## src/rtl/tile_block_writer.sv

```systemverilog
// tile_block_writer: fills a TILE_W x TILE_H block of background RAM, row-major with edge clipping.
// Define TILE_WALL_PRESERVE_EN to read each pixel first and leave colour-0 wall pixels untouched.
module tile_block_writer #(
  parameter int SCREEN_W = 320,
  parameter int SCREEN_H = 240,
  parameter int TILE_W = 4,
  parameter int TILE_H = 4
) (
  input  logic        clk,
  input  logic        resetn,
  input  logic        req_valid,
  output logic        req_ready,
  input  logic [8:0]  req_x,
  input  logic [8:0]  req_y,
  input  logic [11:0] req_clr,
  output logic [16:0] wr_address,
  output logic [11:0] wr_data,
  output logic        wr_en,
  output logic        busy,
  output logic        done
`ifdef TILE_WALL_PRESERVE_EN
  ,
  output logic [16:0] rd_address,
  input  logic [11:0] rd_q
`endif
);
  typedef enum logic [1:0] {IDLE, WRITE, DONE} state_t;
  state_t state_q, state_d;
  logic [8:0] x_q, x_d, y_q, y_d, bx, by;
  logic [11:0] clr_q, clr_d, wr_data_q, wr_data_d;
  logic [3:0] dx_q, dx_d, dy_q, dy_d, cx, cy;
  logic [16:0] wr_address_q, wr_address_d, addr;
  logic [9:0] px, py;
  logic req_ready_q, req_ready_d, wr_en_q, wr_en_d, busy_q, busy_d, done_q, done_d;
  logic idle, row_end, last, in_b;
`ifdef TILE_WALL_PRESERVE_EN
  logic [1:0] ph_q, ph_d;
  logic [16:0] rd_address_q, rd_address_d;
  assign rd_address = rd_address_q;
`endif
  assign req_ready = req_ready_q;
  assign wr_address = wr_address_q;
  assign wr_data = wr_data_q;
  assign wr_en = wr_en_q;
  assign busy = busy_q;
  assign done = done_q;
  // Counters track the pixel currently on the outputs; cx/cy select the one to emit next.
  always_comb begin
    idle = state_q == IDLE;
    row_end = dx_q == 4'(TILE_W - 1);
    last = row_end && dy_q == 4'(TILE_H - 1);
    bx = idle ? req_x : x_q;
    by = idle ? req_y : y_q;
`ifdef TILE_WALL_PRESERVE_EN
    cx = idle ? 4'd0 : (ph_q == 2'd1) ? dx_q : row_end ? 4'd0 : dx_q + 4'd1;
    cy = idle ? 4'd0 : (ph_q == 2'd1) ? dy_q : row_end ? dy_q + 4'd1 : dy_q;
`else
    cx = idle ? 4'd0 : row_end ? 4'd0 : dx_q + 4'd1;
    cy = idle ? 4'd0 : row_end ? dy_q + 4'd1 : dy_q;
`endif
    px = {1'b0, bx} + {6'd0, cx};
    py = {1'b0, by} + {6'd0, cy};
    addr = 17'(py) * 17'(SCREEN_W) + 17'(px);
    in_b = px < 10'(SCREEN_W) && py < 10'(SCREEN_H);
  end
  always_comb begin
    state_d = state_q;
    x_d = x_q;
    y_d = y_q;
    clr_d = clr_q;
    dx_d = dx_q;
    dy_d = dy_q;
    req_ready_d = req_ready_q;
    busy_d = busy_q;
    done_d = 1'b0;
    wr_en_d = 1'b0;
    wr_address_d = wr_address_q;
    wr_data_d = wr_data_q;
`ifdef TILE_WALL_PRESERVE_EN
    ph_d = ph_q;
    rd_address_d = rd_address_q;
`endif
    if (state_q == IDLE) begin
      if (req_valid) begin
        state_d = WRITE;
        x_d = req_x;
        y_d = req_y;
        clr_d = req_clr;
        dx_d = 4'd0;
        dy_d = 4'd0;
        busy_d = 1'b1;
        req_ready_d = 1'b0;
`ifdef TILE_WALL_PRESERVE_EN
        ph_d = 2'd0;
        rd_address_d = addr;
`else
        wr_en_d = in_b;
        wr_address_d = addr;
        wr_data_d = req_clr;
`endif
      end
    end else if (state_q == WRITE) begin
`ifdef TILE_WALL_PRESERVE_EN
      if (ph_q == 2'd0) begin
        ph_d = 2'd1;
      end else if (ph_q == 2'd1) begin
        ph_d = 2'd2;
        wr_en_d = in_b && rd_q != 12'd0;
        wr_address_d = addr;
        wr_data_d = clr_q;
      end else if (last) begin
        state_d = DONE;
        done_d = 1'b1;
      end else begin
        ph_d = 2'd0;
        dx_d = cx;
        dy_d = cy;
        rd_address_d = addr;
      end
`else
      if (last) begin
        state_d = DONE;
        done_d = 1'b1;
      end else begin
        dx_d = cx;
        dy_d = cy;
        wr_en_d = in_b;
        wr_address_d = addr;
        wr_data_d = clr_q;
      end
`endif
    end else begin
      state_d = IDLE;
      busy_d = 1'b0;
      req_ready_d = 1'b1;
      dx_d = 4'd0;
      dy_d = 4'd0;
    end
  end
  always_ff @(posedge clk or negedge resetn) begin
    if (!resetn) begin
      state_q <= IDLE;
      x_q <= '0;
      y_q <= '0;
      clr_q <= '0;
      dx_q <= '0;
      dy_q <= '0;
      req_ready_q <= 1'b1;
      busy_q <= 1'b0;
      done_q <= 1'b0;
      wr_en_q <= 1'b0;
      wr_address_q <= '0;
      wr_data_q <= '0;
`ifdef TILE_WALL_PRESERVE_EN
      ph_q <= '0;
      rd_address_q <= '0;
`endif
    end else begin
      state_q <= state_d;
      x_q <= x_d;
      y_q <= y_d;
      clr_q <= clr_d;
      dx_q <= dx_d;
      dy_q <= dy_d;
      req_ready_q <= req_ready_d;
      busy_q <= busy_d;
      done_q <= done_d;
      wr_en_q <= wr_en_d;
      wr_address_q <= wr_address_d;
      wr_data_q <= wr_data_d;
`ifdef TILE_WALL_PRESERVE_EN
      ph_q <= ph_d;
      rd_address_q <= rd_address_d;
`endif
    end
  end
endmodule

```

## config.mk

```make
export PLATFORM = sky130hd
export DESIGN_NAME = tile_block_writer
export DESIGN_NICKNAME = d
export VERILOG_FILES = /design/src/rtl/tile_block_writer.sv
export SDC_FILE = /design/constraint.sdc
export NUM_CORES = 1
export LEC_CHECK = 0
export CAP_MARGIN = 0
export CORE_ASPECT_RATIO = 0.75
export CORE_UTILIZATION = 50
export DETAILED_ROUTE_END_ITERATION = 16
export GPL_TIMING_DRIVEN = 0
export PLACE_DENSITY = 0.77
export SYNTH_ARGS = -nofsm -noshare
export SYNTH_HDL_FRONTEND = slang
export SYNTH_SLANG_ARGS = --single-unit
```

## constraint.sdc

```tcl
create_clock -name clk -period 4.4 [get_ports clk]
set_clock_uncertainty 0.05 [all_clocks]
set_input_delay 0.66 -clock clk [delete_from_list [all_inputs] [get_ports clk]]
set_output_delay 0.66 -clock clk [all_outputs]
set_load 0.02 [all_outputs]
```

### Word level (Yosys, flattened, before mapping)

Cells that the tools add are included.

* register bits after elaboration: 73
* input port bits: 33
* output and inout bits: 33
* word-level logic and storage cells: 75

* $add $sub $neg: 5
* $mul: 1
* magnitude comparators: 2
* equality and inequality tests: 8
* mux-type cells: 38
* reduce and logical (&&, ||, !) cells: 9

Operators with widths (number)
* 2-to-1 mux 17 bit: 4
* 2-to-1 mux 12 bit: 4
* 2-to-1 mux 4 bit: 11
* adder 9 x 4 -> 10 bit: 2
* 2-to-1 mux 9 bit: 2
* adder 17 x 10 -> 17 bit: 1
* 2-to-1 mux 1 bit: 13
* multiplier 10 x 3 -> 11 bit (second input constant): 1
* less-than comparator 10 x 8 -> 1 bit (second input constant): 1
* less-than comparator 10 x 9 -> 1 bit (second input constant): 1
* adder 4 x 1 -> 4 bit (second input constant): 2
* equality test 4 x 2 -> 1 bit (second input constant): 2
* 2-to-1 mux 2 bit: 4
* AND reduction 2 bit: 4
* inequality test 2 bit (second input constant): 3
* inequality test 3 bit (second input constant): 2
* AND reduction 3 bit: 1
* equality test 2 x 1 -> 1 bit (second input constant): 1
* logical AND 1 bit: 2
* zero test 2 bit: 1
* nonzero test 2 bit: 1

### Longest topological paths before layout

Gate-level depths: netlist of the first run.

* depth in word-level cells: 9
* gate-level depth with buffers: 23
* depth with buffers taken out: 22

### Worst setup path after synthesis of the first run

No wires, ideal clock.

* path type: reg-to-reg
* start: register state_q[0]
* end: register wr_address_q[16], in the netlist wr_address[16]
* library setup time: 0.077 ns
* arrival: 4.572 ns
* data required time: 4.273 ns
* slack: -0.299 ns
* stages on the path, launching flop included: 21
* clock period less this slack: 4.699 ns
* cells stage by stage: dfrtp_1 > buf_2 > nor2_4 > buf_4 > buf_2 > mux2_2 > ha_1 > a21o_1 > a21oi_1 > o21ai_1 > nand2_1 > xor2_1 > mux2i_1 > ha_1 > ha_1 > nor2b_4 > o31a_1 > a311oi_1 > nor3_2 > xnor3_1 > a21oi_1

* word-level cells in the longest chain between the ends: 8

Ends and longest elaborated chain
* from (decl): RTL line 28 `state_t state_q, state_d;`
* from (signal assigned): RTL line 159 `state_q <= state_d;`
* zero test 2 bit: RTL line 49, 83
* 2-to-1 mux 9 bit or 2-to-1 mux 4 bit (tied branches): RTL line 53, 59
* adder 9 x 4 -> 10 bit: RTL line 62 `py = {1'b0, by} + {6'd0, cy};`
* multiplier 10 x 3 -> 11 bit: RTL line 63 `addr = 17'(py) * 17'(SCREEN_W) + 17'(px);`
* adder 17 x 10 -> 17 bit: RTL line 63
* 2-to-1 mux 17 bit: RTL line 121 `if (last) begin`
* 2-to-1 mux 17 bit: RTL line 102 `end else if (state_q == WRITE) begin`
* 2-to-1 mux 17 bit: RTL line 83 `if (state_q == IDLE) begin`
* to (signal assigned): RTL line 169 `wr_address_q <= wr_address_d;`
* to (decl): RTL line 32 `logic [16:0] wr_address_q, wr_address_d, addr;`

Parallel ways exist; a longest one is shown, timed or not. The select of a mux whose other input is x is not followed.
A chain may end at the register's enable or synchronous reset.

### Worst setup path after layout of the first run

* start: register dx_q[1]
* end: register wr_address_q[16], in the netlist wr_address[16]

* word-level cells in the longest chain between the ends: 9

Ends and longest elaborated chain
* from (decl): RTL line 31 `logic [3:0] dx_q, dx_d, dy_q, dy_d, cx, cy;`
* from (signal assigned): RTL line 146 `dx_q <= '0;`
* from (signal assigned): RTL line 163 `dx_q <= dx_d;`
* equality test 4 x 2 -> 1 bit: RTL line 50 `row_end = dx_q == 4'(TILE_W - 1);`
* 2-to-1 mux 4 bit (2 in series): RTL line 59 `cy = idle ? 4'd0 : row_end ? dy_q + 4'd1 : dy_q;`
* adder 9 x 4 -> 10 bit: RTL line 62
* multiplier 10 x 3 -> 11 bit: RTL line 63
* adder 17 x 10 -> 17 bit: RTL line 63
* 2-to-1 mux 17 bit: RTL line 121
* 2-to-1 mux 17 bit: RTL line 102
* 2-to-1 mux 17 bit: RTL line 83

Parallel ways exist; a longest one is shown, timed or not. The select of a mux whose other input is x is not followed.

==> impl_metrics.yaml, run 1 <==
routing:
  num_vias: 3925
  drc: 0
  drtAntennaViolNets: 0
  wirelength_um: 11890
  wl_per_cell_um: 16.80
  dr.pass1.iters: 5
  avgViaCountPerCell: 5.544
  drt_iter0_markers: 228
critical_path:
  crit_chain: "ha_4, nand2b_4, nor2_4, mux2i_1, nor2_1, ha_1, a21o_1, a21oi_2, o21ai_2, nand2_1, xor2_1, mux2i_2, ha_1, ha_4, nor2b_4, o31a_1, nor4_2, a311oi_2, nor3_2, xnor3_1, a21oi_2"
  rrSetupSlack_ps: -160
  cp_max_fo: 6
  crit_type: "reg -> reg"
  worstSetupStartpointType: "flip-flop"
  rr_worst_depth: 21
  critPathMaxStageDelay_ps: 400
  r2r_end: "wr_address[16]"
  cp-end-kind: "flip-flop"
  worstSetupEndpoint: "wr_address[16]"
  cpMaxStageDelayCell: "dfrtp_1"
  rr_startpoint: "dx_q[1]"
  critPathRequiredTime_ps: 4620
  worstSetupStartpoint: "dx_q[1]"
  arrival_ps: 4780
global_routing:
  antenna_found_initial: 0
  grt_pass1_wl_um: 18910
  grt_start_max_net_pins: 59
  grt_remaining_overflow: 0
  grt_pass1_vias: 4020
  grt_use_total: 0.2596
timing:
  clock.fmax_mhz: 219.3
  setup_violations: 2
  period_share: 1.036
  slew-limit-headroom: 0.2800
  hold_violations: 0
  tightest_slew_ps: 1077
  drv_slew: 0
  fin_crit_ps: 4560
  rsz0062_at_grt: "true"
  worst_slack_ps: -159.6
floorplanning:
  initial_utilization: 0.5211
  die_h_um: 83.64
  rows: 29
  io_pins: 66
  core-area_um2: 8527
  die_x_um: 110.9
  die_area_um2: 9271
logic_synthesis:
  synthFlopType: "dfrtp_1"
  synth_area_leaders: "dfrtp_1, nand2_1, ha_1, mux2i_1, nor2_1"
  syn_avg_cell_area_um2: 9.086
  async_flop_share: 1.000
  synth.distinct_cells: 55
  yosysSeqAreaShare: 0.4114
  synth_edf_count: 0
  yosysTopAreaCell: "dfrtp_1"
  synth_top_area_frac: 0.4055
  netlist_instances: 489
  yosys_warnings: 0
  syn_nets: 555
  synth_seq_cells: 73
  synth.cell_area_um2: 4443
clocking:
  cts_tree: "done"
  clk_pin_slew_worst_paths_ps: 70
  cts_buffers: 9
  cts_sinks: 73
  clk_latency_ps: 340
  clockRootBuffer: "clkbuf_16"
  clockBufferDepth: 2
  htreeDepth: 3
layout:
  syn2layout_area_growth_pct: 36.89
  final_area_um2: 6082
  num_antenna_cells: 0
  fin_nets: 661
  n_fill_cell: 584
  layout_commonest_cell: "nand2_1"
  final_cell_mix: "nand2_1, dfrtp_1, clkdlybuf4s50_1"
  drive_gt1_frac: 0.1900
  instances_no_fill: 708
outcome:
  violations: "negative setup slack"
  outcome: "finished, violations left"
place:
  dp_cells: 663
  place.gp.congestion: 0.8744
  numPortBuffers: 65
  hpwlAfterDp_um: 7898
  postPlaceCellArea_um2: 5311
min_path:
  hold_path.class: "in -> async"
flow_run:
  maxCapViolations: 0
-- registers in the layout (all words and copies together), names as in the netlist --
register    count
busy            1
dy_q            4
req_ready       1
clr_q          12
state_q         2
wr_en           1
done            1
wr_data        12
dx_q            4
x_q             9
wr_address     17
y_q             9
-- metal layers --
layer  up-vias  wire [um]  global-route usage  share of wire
li1       1853          -                   -              -
met1      1926       5141              0.3264           0.43
met2       123       5883              0.4331           0.49
met3        23        683             0.06754          0.057
met4         0        185             0.09333          0.016
met5         -          0                   0              0
-- kinds of logic after synthesis --
| kind of cell | share of synthesized area |
|---|---|
| and+or+nand+nor | 0.1890 |
| AOI/OAI and AO/OA | 0.1188 |
| DFF | 0.4114 |
| buffers and inverters | 0.03914 |
| muxes | 0.07970 |
| adders and majority gates | 0.09969 |
| xor gates and xnor gates | 0.06223 |
-- through the flow --
step                TNS, ps    util  hold slack [ps]  setup WS (ps)
CTS                  -25.36  0.6888            129.7         -25.36
global placement      -1221  0.6200            405.2         -558.2
detailed placement    -1698  0.6229            415.7         -651.4
finish               -198.1  0.7133            126.9         -159.6
floorplan                 0       -            314.4          20.83
global route         -633.7  0.7133            140.5         -355.9
-- synthesized netlist by cell type, drive strengths merged, types with 4 or more instances --
| master | instances |
|---|---|
| xnor2 | 17 |
| a21o | 7 |
| xor2 | 12 |
| dfrtp | 72 |
| nand3 | 4 |
| fa | 4 |
| a21oi | 37 |
| buf | 10 |
| nand2 | 105 |
| nand2b | 5 |
| clkbuf | 10 |
| mux2i | 23 |
| o21ai | 19 |
| nor2 | 48 |
| ha | 29 |
| nor2b | 11 |
| mux2 | 11 |
| inv | 22 |
| nor3 | 6 |
-- layout make-up --
type                            count  area (um2)  share of cell area
Buffer                             19       120.1             0.01975
Clock buffer                        9       225.2             0.03703
Clock inverter                      7       86.33             0.01419
Inverter                           23       86.33             0.01419
Multi-Input combinational cell    373        2680              0.4407
Sequential cell                    73        1828              0.3006
Tap cell                          108       135.1             0.02222
Timing Repair Buffer               96       920.9              0.1514
-- worst max-delay path, delay by kind of cell (launching register included) --
family                   cells  cell delay, ps
flip-flops                   1             400
XOR/XNOR                     2             490
AND/OR/NAND/NOR              7            1050
AO/OA/AOI/OAI                6            1070
adder cells (fa/ha/maj)      4            1030
multiplexers                 2             390
-- worst min-delay path by stage --
stage,end,depth (start not counted)
2_1_floorplan,busy,0
3_3_place_gp,x_q[2],2
3_5_place_dp,x_q[2],2
4_1_cts,y_q[4],1
5_1_grt,y_q[4],1
6_report,y_q[4],1
-- timing repair --
item                       4_1_cts  5_1_grt
buffers inserted                23        7
resized for setup               17       29
setup endpoints to repair        5        5
hold buffers                     0        0
hold endpoints to repair         0        0
pin swaps                       23       12
Power of run 1 is not shown: default switching activity piles up to over one toggle a cycle in this logic, so the estimate is an artifact.
==> run 2, diff against run 1 <==
--- a/config.mk
+++ b/config.mk
@@ -5,7 +5,7 @@
 export SDC_FILE = /design/constraint.sdc
 export NUM_CORES = 1
 export LEC_CHECK = 0
-export CAP_MARGIN = 0
+export CAP_MARGIN = 20
 export CORE_ASPECT_RATIO = 0.75
 export CORE_UTILIZATION = 50
 export DETAILED_ROUTE_END_ITERATION = 16
==> constraint.sdc (replaced) <==
create_clock -name clk -period 4.4 [get_ports clk]
set_clock_uncertainty 0.05 [all_clocks]
set_input_delay 0.66 -clock clk [delete_from_list [all_inputs] [get_ports clk]]
set_output_delay 0.66 -clock clk [all_outputs]
set_load 0.01 [all_outputs]
==> results of run 2 <==
No change in the layout: final DEF, timing and power equal those of run 1.
Power of run 2 is left out for the same reason.
